<file path="config.mk">
export PLATFORM = sky130hd
export DESIGN_NAME = instr_fetch
export DESIGN_NICKNAME = d
export VERILOG_FILES = /design/src/rtl/instr_fetch_pkg.sv /design/src/rtl/instr_fetch_fifo.sv /design/src/rtl/instr_fetch.sv
export SDC_FILE = /design/constraint.sdc
export NUM_CORES = 1
export LEC_CHECK = 0
export BUFFER_PORTS_ARGS = -buffer_cell sky130_fd_sc_hd__buf_2
export CAP_MARGIN = 5
export CORE_MARGIN = 1.5
export CORE_UTILIZATION = 29
export DETAILED_ROUTE_END_ITERATION = 12
export PLACE_DENSITY = 0.52
export SYNTH_ARGS = -nofsm -noshare
export SYNTH_HDL_FRONTEND = slang
export SYNTH_HIERARCHICAL = 1
export SYNTH_SLANG_ARGS = --single-unit
</file>
<file path="constraint.sdc">
create_clock -name clk -period 3.53 [get_ports clk]
set_input_delay 0.1765 -clock clk [delete_from_list [all_inputs] [get_ports clk]]
set_output_delay 0.1765 -clock clk [all_outputs]
set_load 0.05 [all_outputs]
</file>
<file path="src/rtl/instr_fetch_pkg.sv">
// Shared widths, queue entry layout and PC helper for the instruction fetch unit.
package instr_fetch_pkg;

  localparam int unsigned IMEM_AW     = 16;
  localparam int unsigned INSTR_W     = 16;
  localparam int unsigned FETCH_DEPTH = 4;

  // One prefetch queue entry: {pc, instr}
  typedef struct packed {
    logic [IMEM_AW-1:0] pc;
    logic [INSTR_W-1:0] instr;
  } fetchEntry_t;

  // Sequential fetch address; wraps naturally at the top of the address space
  function automatic logic [IMEM_AW-1:0] pcInc(input logic [IMEM_AW-1:0] pc);
    return pc + IMEM_AW'(1);
  endfunction

endpackage

</file>
<file path="src/rtl/instr_fetch_fifo.sv">
// Prefetch queue. Entry 0 is always the head so the decoder sees plain registers;
// the head keeps its last value when the queue drains or is flushed.
module instr_fetch_fifo
  import instr_fetch_pkg::*;
#(
  parameter int unsigned DEPTH = FETCH_DEPTH,
  localparam int unsigned CW = $clog2(DEPTH + 1),
  localparam int unsigned AW = $clog2(DEPTH)
) (
  input  logic          clk,
  input  logic          rst_n,
  input  logic          push,
  input  logic          pop,
  input  logic          flush,
  input  fetchEntry_t   din,
  output fetchEntry_t   head,
  output logic [CW-1:0] count,
  output logic          empty,
  output logic          full
);

  fetchEntry_t         entries [DEPTH];
  logic                doPop;
  logic                doPush;
  logic [CW-1:0]       cntNext;
  logic [AW-1:0]       wrIdx;

  assign head = entries[0];

  // Qualify requests against current occupancy and compute the next count
  always_comb begin
    doPop   = pop & ~empty;
    doPush  = push & (~full | doPop);
    wrIdx   = AW'(count - CW'(doPop));
    cntNext = count;
    if (flush) begin
      cntNext = '0;
    end else begin
      cntNext = count + CW'(doPush) - CW'(doPop);
    end
  end

  // Storage shift on pop, write behind the last live entry on push; flush only clears occupancy
  always_ff @(posedge clk or negedge rst_n) begin
    if (!rst_n) begin
      for (int i = 0; i < int'(DEPTH); i++) begin
        entries[i] <= '0;
      end
      count <= '0;
      empty <= 1'b1;
      full  <= 1'b0;
    end else begin
      count <= cntNext;
      empty <= (cntNext == '0);
      full  <= (cntNext == CW'(DEPTH));
      if (!flush) begin
        if (doPop) begin
          for (int i = 0; i < int'(DEPTH) - 1; i++) begin
            if (CW'(i + 1) < count) begin
              entries[i] <= entries[i+1];
            end
          end
        end
        if (doPush) begin
          entries[wrIdx] <= din;
        end
      end
    end
  end

endmodule

</file>
<file path="src/rtl/instr_fetch.sv">
// Instruction fetch: single-outstanding memory requests feeding a prefetch queue,
// with redirect flush, stale-response discard and permanent halt.
module instr_fetch
  import instr_fetch_pkg::*;
#(
  parameter logic [IMEM_AW-1:0] RESET_PC = 16'h0000,
  parameter int unsigned        DEPTH    = FETCH_DEPTH
) (
  input  logic               clk,
  input  logic               rst_n,
  output logic               imem_req,
  output logic [IMEM_AW-1:0] imem_addr,
  input  logic               imem_ack,
  input  logic [INSTR_W-1:0] imem_rdata,
  output logic [INSTR_W-1:0] instr,
  output logic [IMEM_AW-1:0] instr_pc,
  output logic               instr_valid,
  input  logic               dec_ready,
  input  logic               hlt,
  input  logic               redir,
  input  logic [IMEM_AW-1:0] redir_pc,
  output logic               halted
);

  localparam int unsigned CW = $clog2(DEPTH + 1);

  logic [IMEM_AW-1:0] fetchPc;
  logic               discard;

  logic               xfer;
  logic               pop;
  logic               haltNow;
  logic               redirTake;
  logic               flush;
  logic               push;
  logic               reqHold;
  logic               spaceNext;
  logic               haltedNext;
  logic               discardNext;
  logic               reqNext;
  logic [IMEM_AW-1:0] fetchPcNext;
  logic [IMEM_AW-1:0] addrNext;
  logic               almostFull;

  fetchEntry_t        pushEntry;
  fetchEntry_t        headEntry;
  logic [CW-1:0]      fifoCount;
  logic               fifoEmpty;
  logic               fifoFull;

  assign pushEntry   = '{pc: imem_addr, instr: imem_rdata};
  assign instr       = headEntry.instr;
  assign instr_pc    = headEntry.pc;
  assign instr_valid = ~fifoEmpty;

  instr_fetch_fifo #(
    .DEPTH (DEPTH)
  ) u_fifo (
    .clk   (clk),
    .rst_n (rst_n),
    .push  (push),
    .pop   (pop),
    .flush (flush),
    .din   (pushEntry),
    .head  (headEntry),
    .count (fifoCount),
    .empty (fifoEmpty),
    .full  (fifoFull)
  );

  // Next-state for request, PC, discard and halt; halt beats redirect beats push/pop
  always_comb begin
    xfer        = imem_req & imem_ack;
    pop         = instr_valid & dec_ready;
    haltNow     = pop & hlt & ~halted;
    redirTake   = redir & ~halted & ~haltNow;
    flush       = halted | haltNow | redirTake;
    push        = xfer & ~discard & ~flush;
    haltedNext  = halted | haltNow;
    almostFull  = (fifoCount == CW'(DEPTH - 1));
    spaceNext   = flush |
                  ~((fifoFull & (~pop | push)) | (almostFull & push & ~pop));

    discardNext = discard;
    if (xfer) begin
      discardNext = 1'b0;
    end
    if (redirTake && imem_req && !imem_ack) begin
      discardNext = 1'b1;
    end

    fetchPcNext = fetchPc;
    if (push) begin
      fetchPcNext = pcInc(imem_addr);
    end
    if (redirTake) begin
      fetchPcNext = redir_pc;
    end

    reqHold  = imem_req & ~imem_ack;
    reqNext  = reqHold | (~haltedNext & spaceNext);
    addrNext = reqHold ? imem_addr : fetchPcNext;
  end

  // Fetch control registers; the request port is driven only from these
  always_ff @(posedge clk or negedge rst_n) begin
    if (!rst_n) begin
      imem_req  <= 1'b0;
      imem_addr <= RESET_PC;
      fetchPc   <= RESET_PC;
      discard   <= 1'b0;
      halted    <= 1'b0;
    end else begin
      imem_req  <= reqNext;
      imem_addr <= addrNext;
      fetchPc   <= fetchPcNext;
      discard   <= discardNext;
      halted    <= haltedNext;
    end
  end

endmodule

</file>
# Yosys cells after proc, flatten, opt, wreduce, memory -nomap -nowiden
# Cells that the tools add are included.
totals:
  register_bits: 168
  in_bits: 38
  out_inout_bits: 51
classes:
  add_sub_neg: 4
  n_lt_le_gt_ge: 5
  n_eq_ne: 2
  muxes: 14
  bitwise_logic: 33
  reduce_logical: 7
op_table:
  columns: ["operator", "n"]
  rows:
  - ["$mux 96", 2]
  - ["$bwmux 128", 1]
  - ["$mux 128", 1]
  - ["$mux 32", 4]
  - ["$demux 32 s2", 1]
  - ["$mux 16", 2]
  - ["$add 16x1->16 const B", 1]
  - ["$and 1x1->1", 15]
  - ["$not 1->1", 10]
  - ["$or 1x1->1", 7]
  - ["$lt 2x3->1 const A", 2]
  - ["$add 3x1->3", 1]
  - ["$eq 3x2->1 const B", 1]
  - ["$eq 3x3->1 const B", 1]
  - ["$ge 3x3->1 const B", 1]
  - ["$logic_and 1x1->1", 3]
  - ["$logic_not 3->1", 1]
  - ["$lt 1x3->1 const A", 1]
  - ["$lt 3x1->1 const B", 1]
  - ["$mux 3", 1]
  - ["$not 2->3", 1]
  - ["$sub 3x1->3", 1]
  - ["$mux 1", 2]
  - ["$reduce_and 2->1", 1]
  - ["other kinds (3)", 3]

# Depth between registers and ports, before layout
depth:
  ltp_word: 16
  mapped_depth: 13

# Hierarchy
# The synthesis kept the hierarchy.
modules_own_cells:
  columns: ["mod", "instances", "cells_each", "area_per_inst_um2", "seq_area_each_um2"]
  rows:
  - ["instr_fetch_fifo", 1, 473, 6069.6, 3329.4]
  - ["instr_fetch", 1, 222, 1949.4, 875.8]

# Worst setup path before layout
# Ideal clock, no wire load.
synth_path:
  path_kind: "register to register"
  startpoint: "reg imem_req"
  endpoint: "reg u_fifo.full"
  setup_time_ns: 0.086
  arrival_time_ns: 2.924
  slack_ns: 0.520
  path_stages_with_launch: 14
  synth_period_minus_slack_ns: 3.010
  path_cell_list: "dfrtp_1 -> and3b_1 -> buf_2 -> nand3_2 -> inv_1 -> nand2_1 -> ha_1 -> inv_1 -> ha_1 -> inv_1 -> fa_1 -> nor2_1 -> or2_2 -> nor3_1"
synth_via:
  elab_chain_len: 8
synth_rtl:
  columns: ["element", "line", "rtl"]
  rows:
  - ["from (decl)", "instr_fetch.sv:11", "output logic imem_req,"]
  - ["from (signal assigned)", "instr_fetch.sv:114", "imem_req <= reqNext;"]
  - ["$and 1x1->1", "instr_fetch.sv:73", "xfer = imem_req & imem_ack;"]
  - ["$and 1x1->1 (2 in series)", "instr_fetch.sv:78", "push = xfer & ~discard & ~flush;"]
  - ["via push", "instr_fetch.sv:35", "logic push;"]
  - ["$and 1x1->1", "instr_fetch_fifo.sv:33", "doPush = push & (~full | doPop);"]
  - ["$add 3x1->3", "instr_fetch_fifo.sv:39", "cntNext = count + CW'(doPush) - CW'(doPop);"]
  - ["$sub 3x1->3", "instr_fetch_fifo.sv:39", null]
  - ["$mux 3", "instr_fetch_fifo.sv:36", "if (flush) begin"]
  - ["via u_fifo.cntNext[1]", "instr_fetch_fifo.sv:25", "logic [CW-1:0] cntNext;"]
  - ["$eq 3x3->1", "instr_fetch_fifo.sv:55", "full <= (cntNext == CW'(DEPTH));"]
  - ["to (signal assigned)", "instr_fetch_fifo.sv:55", null]
  - ["to (decl)", "instr_fetch_fifo.sv:19", "output logic full"]
# The timed path passes the listed nets, and every way through them passes these cells.
# A chain may end at the register's enable or synchronous reset.

# Worst setup path in the final report
layout_path:
  startpoint: "reg u_fifo.empty"
  endpoint: "reg u_fifo/entries[53] in the netlist's numbering"
layout_via:
  elab_chain_len: 11
  elab_cells_between_ends: 24
layout_rtl:
  columns: ["element", "line", "rtl"]
  rows:
  - ["from (decl)", "instr_fetch_fifo.sv:18", "output logic empty,"]
  - ["from (signal assigned)", "instr_fetch_fifo.sv:54", "empty <= (cntNext == '0);"]
  - ["$not 1->1 *", "instr_fetch_fifo.sv:32, instr_fetch.sv:54", null]
  - ["$and 1x1->1", "instr_fetch.sv:74", "pop = instr_valid & dec_ready;"]
  - ["$and 1x1->1, on equally long branches", "instr_fetch_fifo.sv:32, instr_fetch.sv:75", null]
  - ["$sub 2x1->2 or $and 1x1->1 (tied branches)", "instr_fetch_fifo.sv:34, instr_fetch.sv:75", null]
  - ["$not 2->3 (implied by the code) or $not 1->1 (tied branches)", "instr_fetch_fifo.sv:65, instr_fetch.sv:76", null]
  - ["$ge 3x3->1 (implied by the code) (tied with other cells)", "instr_fetch_fifo.sv:65", "entries[wrIdx] <= din;"]
  - ["$logic_and 1x1->1 (implied by the code) or $or 1x1->1 (tied branches)", "instr_fetch_fifo.sv:65, instr_fetch.sv:77", null]
  - ["$mux 32 (implied by the code) or $not 1->1 (tied branches)", null, null]
  - ["$demux 32 s2 or $and 1x1->1 (tied branches)", "instr_fetch_fifo.sv:65, instr_fetch.sv:78", null]
  - ["$bwmux 128 or $and 1x1->1 (tied branches)", "instr_fetch_fifo.sv:65, instr_fetch_fifo.sv:33", null]
  - ["$mux 128", "instr_fetch_fifo.sv:64", "if (doPush) begin"]
  - ["to (signal, indexed assignment)", "instr_fetch_fifo.sv:60", "entries[i] <= entries[i+1];"]
  - ["to (signal, indexed assignment)", "instr_fetch_fifo.sv:65", null]
  - ["to (decl)", "instr_fetch_fifo.sv:22", "fetchEntry_t entries [DEPTH];"]
# Mark *: on every way between the ends. The rest lies on a longest branch, timed or not. The select of a mux whose other input is x is not followed.

==> reports/metrics.csv <==
stage,metric,value,unit
run_status,status,finished clean,
floorplanning,chip height,169.3,um
routing,Final ANT Viol Nets,0,
clock_network,htree depth,4,
sta,Fin Setup TNS,0,ps
sta,"Period Utilization, post-route",78.24,%
worst_setup_path,Worst Path Required,3840,ps
pwr,clock share of power,26.6,%
cells_and_area,share of layout cells above drive strength 1,28.98,%
clock_network,CTS Buf Count,17,
pwr,pwr/cell area,745.8,nW/um^2
sta,Rel. slew slack,40.96,%
floorplanning,# IOs,89,
routing,DRC,0,
clock_network,CTS tree,built,
synthesis,synth warn,6,
worst_setup_path,Worst setup EP type,flip-flop,
sta,crit path time final,2762,ps
routing,routed wire length,21360,um
global_routing,largest net degree at the start of global routing,79,
cells_and_area,P&R area growth vs syn,16.70,%
routing,vias per inst,5.195,
worst_setup_path,crit path max fanout,23,
sta,Final Max Slew Viols,0,
synthesis,Syn Inst Count,695,
synthesis,most area-hungry cell type in the Yosys netlist,dfrtp_1,
sta,Fmax,0.3621,GHz
pwr,leakage power,4.487,nW
worst_hold_path,HP Class,primary input to flip-flop,
sta,final-report setup violation count,0,
synthesis,fraction of synthesis flops using an asynchronous set or reset pin,100.0,%
sta,RSZ-0062 raised after global routing,false,
worst_setup_path,Worst Path Arrival,3070,ps
placement,GP Congestion,0.7695,
pwr,Flop pwr share,40.3,%
global_routing,overflow left after global routing,0,
pwr,sw frac,41.62,%
cells_and_area,Nets,798,
clock_network,clk buf depth,2,
cells_and_area,"Design Area, Final",9358,sq um
floorplanning,Die Footprint,28660,sq um
routing,First DRT Iteration DRCs,449,
worst_setup_path,Critical Path Start Type,flip-flop,
cells_and_area,n_diodes,0,
routing,DRT Pass-1 Iters,4,
synthesis,Synth Flop Type,dfrtp_1,
placement,Placed Area,8642,sq um
synthesis,Synth area leaders,"dfrtp_1 (52%), a221o_1 (8.1%), and3_1 (5.5%), mux2_2 (4.9%), o221a_2 (4.4%)",
sta,Slew @ Worst Pin,885.7,ps
pwr,combinational cell fraction of total power,33.0,%
cells_and_area,"commonest cells after routing, fill and taps aside","dfrtp_1 (167), buf_2 (87), and3_1 (70)",
synthesis,Syn Nets,740,
floorplanning,CORE AREA,27030,sq um
pwr,maximum vdd ir drop,0.4491,mV
routing,via count,5751,
global_routing,initial antenna violation count,0,
synthesis,number of synthesized register bits,168,
synthesis,register area share after synthesis,52.44,%
worst_hold_path,Hold Startpoint,imem_rdata[14],
clock_network,CTS root buf,clkbuf_16,
synthesis,synth unique cells,55,
worst_setup_path,crit path launch,u_fifo/empty,
global_routing,global-route usage over all layers,15.50,%
placement,port bufs,88,
clock_network,post-CTS setup repair buffer count,0,
worst_setup_path,RR Startpoint,u_fifo/empty,
sta,Worst Skew,14.47,ps
global_routing,number of global-route vias before repair,5920,
placement,HPWL after DPL,13360,um
clock_network,post-cts sizing count,0,
floorplanning,Die X,169.3,um
synthesis,Mapped Area,8019,sq um
floorplanning,Initial Utilization,29.67,%
sta,Final Hold Vio Count,0,
floorplanning,# rows,60,
pwr,Psw,2.905,mW
synthesis,post-synth top area share,52.11,%
global_routing,first-pass GRT wire length,34450,um
synthesis,Mean Syn Cell Area,11.54,sq um
cells_and_area,"most common cell after layout, fill and taps aside",dfrtp_1,
pwr,internal power,4.074,mW
clock_network,Sink Count,168,
worst_setup_path,Setup CP Type,flip-flop to flip-flop,
synthesis,Post-synth EDFFs,0,
flow_run,Max Cap Viol,0,
clock_network,Skew-Pair Late Insertion Delay,430,ps
routing,routed len/inst,19.30,um
clock_network,"Reg clk slew, reported paths",80,ps
## cell families (layout without fill, tap and decap cells)
kind of cell    after synthesis  in the layout  share of synthesized area [%]
mux                          35             35                          4.915
buf+inv                      97            168                          6.663
simple gates                206            206                          14.64
fa+ha+maj                     7              7                          1.186
compound gates              169            169                          18.65
xor+xnor                     13             13                          1.514
flops                       168            168                          52.44
## per-layer routing
| metal | track usage, % | vias up | wire [um] |
|---|---|---|---|
| met2 | 24.48 | 149 | 10120 |
| met4 | 3.617 | 0 | 187 |
| met5 | 0 | - | 0 |
| li1 | - | 2704 | - |
| met3 | 3.195 | 8 | 1115 |
| met1 | 21.77 | 2890 | 9935 |
## area by class of cell
type,instances,area (sq um)
clock inverters,14,156.4
repair buffers,120,757.0
well taps,341,426.7
clock buffers,18,429.2
flip-flops and latches,168,4205
inverters,16,60.06
multi-input cells,430,3323
fillers,2673,17670
## stage by stage
stage	utilization [%]	std cells	setup WS (ps)	total power, mW	hold slack (ps)
after floorplan	-	695	520.2	4.656	-119.1
after global routing	34.63	1107	539.7	7.384	5.730
after global placement	31.98	1062	825.5	5.153	287.9
final	34.63	1107	768.3	6.979	17.48
after CTS	34.63	1107	763.9	7.067	0.1315
after detailed placement	31.98	1062	790.3	5.167	284.7
## power groups by stage
| stage | logic, mW | clock network (mW) | registers [mW] |
|---|---|---|---|
| 6_report | 2.30 | 1.86 | 2.82 |
| 3_3_place_gp | 2.31 | 0 | 2.85 |
| 5_1_grt | 2.49 | 2.01 | 2.89 |
| 4_1_cts | 2.33 | 1.91 | 2.82 |
| 2_1_floorplan | 1.66 | 0 | 3.00 |
| 3_5_place_dp | 2.31 | 0 | 2.86 |
## synthesized netlist by cell type (all sizes together), types with 2 or more instances
cell     number
or2           2
a22oi         3
o2111ai       2
buf          49
nand2        30
or3           3
o31ai        11
o31a          3
a31oi         5
inv          16
nor2b         6
a221o        65
o21ai        18
nand2b       34
nor3          8
xnor2         6
nand3b        2
and3b         2
nand4         4
and3         70
o22ai         6
dfrtp       167
nor4          4
clkbuf       32
o221a        31
ha            6
nand3         6
xor2          7
a21oi        16
o221ai        2
mux2         35
nor2         32
## final timing paths
path	cells after the start	end	slack, ps
worst max-delay path	7	u_fifo/entries[53]	770
worst min-delay path	2	u_fifo/entries[46]	20
worst max register to register	7	u_fifo/entries[53]	770
worst min register to register	1	u_fifo/entries[37]	490
max in group asynchronous	3	asynchronous set/reset pin	2410
min in group asynchronous	2	u_fifo/head[13]	340
## timing repair
action                                  in CTS  in global routing
hold buffers                                13                  0
endpoints found under the setup margin       0                  0
hold endpoints to repair                    87                  0
## worst max-delay path, cell delays in order, from the launching register on
cell and delay [ps]:
dfstp_2 580, nand2b_4 170, inv_1 100, ha_1 600, o2111ai_2 370, buf_4 340, and3_1 210, a221o_1 260
(Power assumes the default switching activity.)
